[src/rtl/id_ex_stage.sv]
// ID/EX pipeline register with load-use hazard detection and a WB-to-operand bypass.
// Latency: 1 cycle from ID inputs to IDEX_*. stall_if_id is combinational in the same cycle.
// Backpressure: hold freezes every register; a load-use hazard inserts one bubble and raises stall_if_id.
//
// Ports:
//   clk, reset         rising-edge clock, synchronous active-high reset
//   id_*               decoded instruction from ID: valid, pc, indices, operands, imm, funct, control
//   wb_RegWrite/rd/data  same-cycle register-file write from WB, bypassed into the captured operands
//   hold               global freeze; all state retains its value
//   flush              branch taken in EX; the ID instruction is replaced by a bubble
//   IDEX_*             registered fields consumed by the EX forwarding unit and ALU
//   stall_if_id        freeze PC and IF/ID this cycle (load-use hazard)
//   bubble_count       saturating count of load-use bubbles
module id_ex_stage #(
    parameter int DATA_W = 64,
    parameter int REG_W  = 5,
    parameter int CNT_W  = 16
) (
    input  logic              clk,
    input  logic              reset,

    input  logic              id_valid,
    input  logic [DATA_W-1:0] id_pc,
    input  logic [REG_W-1:0]  id_rs1,
    input  logic [REG_W-1:0]  id_rs2,
    input  logic [REG_W-1:0]  id_rd,
    input  logic              id_use_rs1,
    input  logic              id_use_rs2,
    input  logic [DATA_W-1:0] id_rdata1,
    input  logic [DATA_W-1:0] id_rdata2,
    input  logic [DATA_W-1:0] id_imm,
    input  logic [3:0]        id_funct,
    input  logic              id_RegWrite,
    input  logic              id_MemtoReg,
    input  logic              id_MemRead,
    input  logic              id_MemWrite,
    input  logic              id_ALUSrc,
    input  logic              id_Branch,
    input  logic [1:0]        id_ALUOp,

    input  logic              wb_RegWrite,
    input  logic [REG_W-1:0]  wb_rd,
    input  logic [DATA_W-1:0] wb_data,

    input  logic              hold,
    input  logic              flush,

    output logic              IDEX_valid,
    output logic [DATA_W-1:0] IDEX_pc,
    output logic [DATA_W-1:0] IDEX_rdata1,
    output logic [DATA_W-1:0] IDEX_rdata2,
    output logic [DATA_W-1:0] IDEX_imm,
    output logic [REG_W-1:0]  IDEX_rs1,
    output logic [REG_W-1:0]  IDEX_rs2,
    output logic [REG_W-1:0]  IDEX_rd,
    output logic [3:0]        IDEX_funct,
    output logic              IDEX_RegWrite,
    output logic              IDEX_MemtoReg,
    output logic              IDEX_MemRead,
    output logic              IDEX_MemWrite,
    output logic              IDEX_ALUSrc,
    output logic              IDEX_Branch,
    output logic [1:0]        IDEX_ALUOp,

    output logic              stall_if_id,
    output logic [CNT_W-1:0]  bubble_count
);

    typedef struct packed {
        logic       reg_write;
        logic       mem_to_reg;
        logic       mem_read;
        logic       mem_write;
        logic       alu_src;
        logic       branch;
        logic [1:0] alu_op;
    } ctrl_t;

    // Everything the stage registers. An all-zero value is a bubble.
    typedef struct packed {
        logic              valid;
        logic [DATA_W-1:0] pc;
        logic [DATA_W-1:0] rdata1;
        logic [DATA_W-1:0] rdata2;
        logic [DATA_W-1:0] imm;
        logic [REG_W-1:0]  rs1;
        logic [REG_W-1:0]  rs2;
        logic [REG_W-1:0]  rd;
        logic [3:0]        funct;
        ctrl_t             ctrl;
    } idex_t;

    idex_t idex_q;
    idex_t capture;
    ctrl_t id_ctrl;
    logic  byp1;
    logic  byp2;
    logic  hazard;

    localparam logic [CNT_W-1:0] CNT_ONE = {{(CNT_W-1){1'b0}}, 1'b1};
    localparam logic [CNT_W-1:0] CNT_MAX = {CNT_W{1'b1}};

    // Load in EX whose destination is read by the instruction in ID.
    // x0 loads never create a dependency.
    always_comb begin
        hazard = idex_q.valid && idex_q.ctrl.mem_read && (idex_q.rd != '0) && id_valid &&
                 ((id_use_rs1 && (idex_q.rd == id_rs1)) ||
                  (id_use_rs2 && (idex_q.rd == id_rs2)));
    end

    // A flushed instruction is wrong-path, so it must not stall the front end.
    assign stall_if_id = hazard && !flush && !reset;

    // The register file writes at the end of this cycle, so its read port
    // still shows the old value; take WB's value directly instead.
    assign byp1 = wb_RegWrite && (wb_rd != '0) && (wb_rd == id_rs1);
    assign byp2 = wb_RegWrite && (wb_rd != '0) && (wb_rd == id_rs2);

    always_comb begin
        id_ctrl            = '0;
        id_ctrl.reg_write  = id_RegWrite;
        id_ctrl.mem_to_reg = id_MemtoReg;
        id_ctrl.mem_read   = id_MemRead;
        id_ctrl.mem_write  = id_MemWrite;
        id_ctrl.alu_src    = id_ALUSrc;
        id_ctrl.branch     = id_Branch;
        id_ctrl.alu_op     = id_ALUOp;
    end

    always_comb begin
        capture        = '0;
        capture.valid  = id_valid;
        capture.pc     = id_pc;
        capture.rdata1 = byp1 ? wb_data : id_rdata1;
        capture.rdata2 = byp2 ? wb_data : id_rdata2;
        capture.imm    = id_imm;
        capture.rs1    = id_rs1;
        capture.rs2    = id_rs2;
        capture.rd     = id_rd;
        capture.funct  = id_funct;
        // An empty ID slot carries its data through but must not act.
        capture.ctrl   = id_valid ? id_ctrl : '0;
    end

    always_ff @(posedge clk) begin
        if (reset) begin
            idex_q       <= '0;
            bubble_count <= '0;
        end else if (!hold) begin
            if (flush) begin
                idex_q <= '0;
            end else if (hazard) begin
                idex_q <= '0;
                if (bubble_count != CNT_MAX) begin
                    bubble_count <= bubble_count + CNT_ONE;
                end
            end else begin
                idex_q <= capture;
            end
        end
    end

    assign IDEX_valid    = idex_q.valid;
    assign IDEX_pc       = idex_q.pc;
    assign IDEX_rdata1   = idex_q.rdata1;
    assign IDEX_rdata2   = idex_q.rdata2;
    assign IDEX_imm      = idex_q.imm;
    assign IDEX_rs1      = idex_q.rs1;
    assign IDEX_rs2      = idex_q.rs2;
    assign IDEX_rd       = idex_q.rd;
    assign IDEX_funct    = idex_q.funct;
    assign IDEX_RegWrite = idex_q.ctrl.reg_write;
    assign IDEX_MemtoReg = idex_q.ctrl.mem_to_reg;
    assign IDEX_MemRead  = idex_q.ctrl.mem_read;
    assign IDEX_MemWrite = idex_q.ctrl.mem_write;
    assign IDEX_ALUSrc   = idex_q.ctrl.alu_src;
    assign IDEX_Branch   = idex_q.ctrl.branch;
    assign IDEX_ALUOp    = idex_q.ctrl.alu_op;

endmodule

[config.mk]
export PLATFORM = sky130hd
export DESIGN_NAME = id_ex_stage
export DESIGN_NICKNAME = d
export VERILOG_FILES = /design/src/rtl/id_ex_stage.sv
export SDC_FILE = /design/constraint.sdc
export NUM_CORES = 1
export LEC_CHECK = 0
export BUFFER_PORTS_ARGS = -buffer_cell sky130_fd_sc_hd__buf_4
export CAP_MARGIN = 20
export CORE_AREA = 10 10 249 251
export CTS_CLUSTER_DIAMETER = 30
export DETAILED_ROUTE_END_ITERATION = 8
export DIE_AREA = 0 0 259 261
export GPL_TIMING_DRIVEN = 0
export SYNTH_ARGS = -nofsm -noshare
export SYNTH_HDL_FRONTEND = slang
export SYNTH_SLANG_ARGS = --single-unit
[constraint.sdc]
create_clock -name clk -period 2.5 [get_ports clk]
set_input_delay 0.375 -clock clk [delete_from_list [all_inputs] [get_ports clk]]
set_output_delay 0.375 -clock clk [all_outputs]
set_load 0.05 [all_outputs]
==> results.md <==
* Critical path's top delay family: simple AND/OR/NAND/NOR gates
* Number of global-route vias before repair at about 13000
* Synth cell types at 32
* Relative slew slack at 0.306
* Detailed Route WL at 56.0 mm
* Hold Crit Start: id_rdata1[14]
* Hold WC Path Type: in2reg
* PwrDens at ~850 nW/µm²
* Final Slew Violations at 0
* Core box area at ~57000 µm²
* CTS tree: done
* Crit path from: IDEX_rd[3]$_SDFFE_PP0N_
* Initial antenna violation count at 3
* H-tree lvl count at 3
* Clk sink count at 300
* DP Worst Slack at -1.04 ns
* Seq cells post-synth at 300
* Syn Inst Count at 1036
* Final Hold Fails at 0
* Sequential share of the synthesized area at 0.551
* Final setup margin at between 0.02 and 0.03 ns
* Primary FF master, synth: dfxtp_1
* Fin cells at 2763
* Worst r2r src: IDEX_rd[0]$_SDFFE_PP0N_
* DP Area at approximately 17000 µm²
* Vias at roughly 12000
* Maximum root-to-sink buffer count at 3
* Worst EP required at 2.12 ns
* Area share of the largest cell type after synthesis at 0.551
* CP Max Fanout at 5
* Critical path buffers and inverters at 1
* First-pass GRT wire length at slightly above 80 mm
* CP Launch Type: flop
* Setup slack, reg-to-reg at ~0.13 ns
* Most common cell after layout, fill and taps aside: buf_4
* Horiz. Die Dim at 259 µm
* WP depth at 6
* Post-synthesis area per instance at roughly 11 µm²
* Combinational share of power at 0.121
* Synth area leader: dfxtp_1
* Worst slew pin tran at 1.04 ns
* CTS buffer count at 81
* Post-Syn Area at between 10000 and 15000 µm²
* Layout cell share with drive strength beyond 1 at 0.431
* Final setup viols at 0
* Leakage Power at 9.28 nW
* DP Wirelength at approximately 43 mm
* Max Clk Rate at between 400 and 500 MHz
* Post-Place Cells at between 2000 and 2500
* Crit path capture type: output pin
* DRT iter0 DRCs at ~510
* Layout Utilization at 0.374
* I/O Buffers at about 660
* R2R Path End: IDEX_rdata1[5]$_SDFFE_PP0N_
* RSZ-0062 raised after global routing: yes
* Commonest non-fill, non-tap cells in the layout: buf_4, dfxtp_1, a22o_1
* Worst endpoint data arrival time at approximately 2.1 ns
* Clock network power share at 0.598
* Vias/cell at around 4.3
* Worst-path clk slew at about 0.04 ns
* Post-synth EDFFs at 0
* Area contributors post-synth: dfxtp_1, a22o_1, mux2i_1
* Mapped Nets at 1397
* Final Cell Area at 21400 µm²
* Final critical-path required period at 2.47 ns
* Overall Global Routing Usage at 0.155
* Flop pwr share at 0.281
* DRC at 0
* # fillers at 5554
* CP peak stage delay at roughly 0.39 ns
* Switching Share at 0.252
* Synth-to-Final Area Change at 96.0%
* Final Wtd Congestion at roughly 0.90
* Crit share post-route at 0.990
* Io pins at 661
* Max_cap viols at 0
* Reg2reg path depth at 8
* Clock Skew at 0.0235 ns
* Starting Density at 0.191
* GR Overflow Total at 0
* Async set or reset register ratio after synthesis at 0
* Chip Height at 261 µm
* Total power at roughly 18 mW
* Hold WS at around 0.047 ns
* Final ANT Viol Nets at 0
* Die area at 67600 µm²
* Outcome: finished clean
* Largest net degree at the start of global routing at 13
* CTS root buf: clkbuf_16
* # rows at 88
* TNS Setup at 0 ns
* Clk_lat worst skew at about 0.61 ns
* Net switching power at around 4.6 mW
* CP Class: reg2out
* Critical-path cell list: xnor2_2 -> nand4_1 -> o22ai_4 -> nand2_2 -> nor3_4 -> buf_6
* Worst IR Drop VDD at ~0.63 mV
* 1st-pass router iterations at 5
* Number of synthesis warnings at 0
* Fin nets at roughly 2300
* Critical Path End: stall_if_id
* CP max-delay cell: dfxtp_4
* DR WL/cell at roughly 20 µm
* Internal at between 10 and 15 mW
[what timing repair did]
action                     CTS  global route
setup endpoints to repair  136            86
setup buffers                1             5
pin swaps                    1             5
hold buffers               146             0
gates resized for setup     17            14
hold endpoints to repair   146             0
[layout make-up]
cell class	count	area (µm²)	area share
repair buffers	812	6490	0.304
flip-flops and latches	300	6020	0.282
multi-input cells	653	4590	0.215
clock buffers	108	2320	0.109
well taps	765	957	0.0448
clock inverters	40	599	0.0281
plain buffers	82	367	0.0172
diodes	2	5.00	0.000234
inverters	1	3.75	0.000176
[state kept, by name, summed over array words and instances, names as in the netlist, 2 cells and up]
signal	cells
IDEX_rdata1	64
IDEX_funct	4
IDEX_imm	64
IDEX_rd	5
IDEX_rs1	5
IDEX_rdata2	64
bubble_count	16
IDEX_rs2	5
IDEX_pc	64
IDEX_ALUOp	2
[worst min path at each step]
| stage | slack (ns) | depth (start not counted) | end |
|---|---|---|---|
| floorplan | 0.51 | 1 | IDEX_funct[0]$_SDFFE_PP0N_ |
| global placement | 0.44 | 2 | IDEX_rdata1[12]$_SDFFE_PP0N_ |
| detailed placement | 0.44 | 2 | IDEX_rdata1[11]$_SDFFE_PP0N_ |
| CTS | 0.0008 | 3 | IDEX_rdata1[44]$_SDFFE_PP0N_ |
| global route | 0.02 | 2 | IDEX_ALUOp[0]$_SDFFE_PP0N_ |
| finish | 0.05 | 3 | IDEX_rdata1[14]$_SDFFE_PP0N_ |
[Yosys cell counts (2+ instances only)]
library cell	count
xor2_1	7
a21oi_1	12
o31ai_1	9
nor4_1	2
a32o_1	8
nor3_1	3
buf_6	2
buf_2	28
nand4_1	7
clkbuf_1	51
or3_1	6
xnor2_1	16
dfxtp_1	300
a22o_1	148
nand3_1	9
nand2_1	137
nor2_1	8
or4_1	11
mux2i_1	129
o21ai_1	131
[power by group through the flow]
stage	clock network, mW	registers (mW)	logic [mW]
after floorplan	0	5.79	0.384
after detailed placement	0	5.18	1.99
after CTS	11.0	5.10	2.19
after global routing	11.3	5.11	2.31
after global placement	0	5.17	1.96
final	10.8	5.10	2.20
[per-layer routing]
metal	GRT usage	up-vias	wire length, µm
li1	-	5606	-
met1	0.161	5611	20700
met5	0	-	0
met4	0.0908	0	2660
met3	0.0536	128	4480
met2	0.270	547	28200
[tightest hold or removal path: stages]
cell and delay [ns]:
buf_4 0.08, mux2i_1 0.05, o21ai_1 0.10
[cell families after synthesis]
group | share of synthesized area
AO/OA/AOI/OAI | 0.202
flip-flops | 0.551
AND/OR/NAND/NOR | 0.0749
multiplexers | 0.119
buffers and inverters | 0.0332
XOR/XNOR | 0.0185
adder cells (fa/ha/maj) | 0.00115
Note: power is estimated with default switching activity, not from simulation.
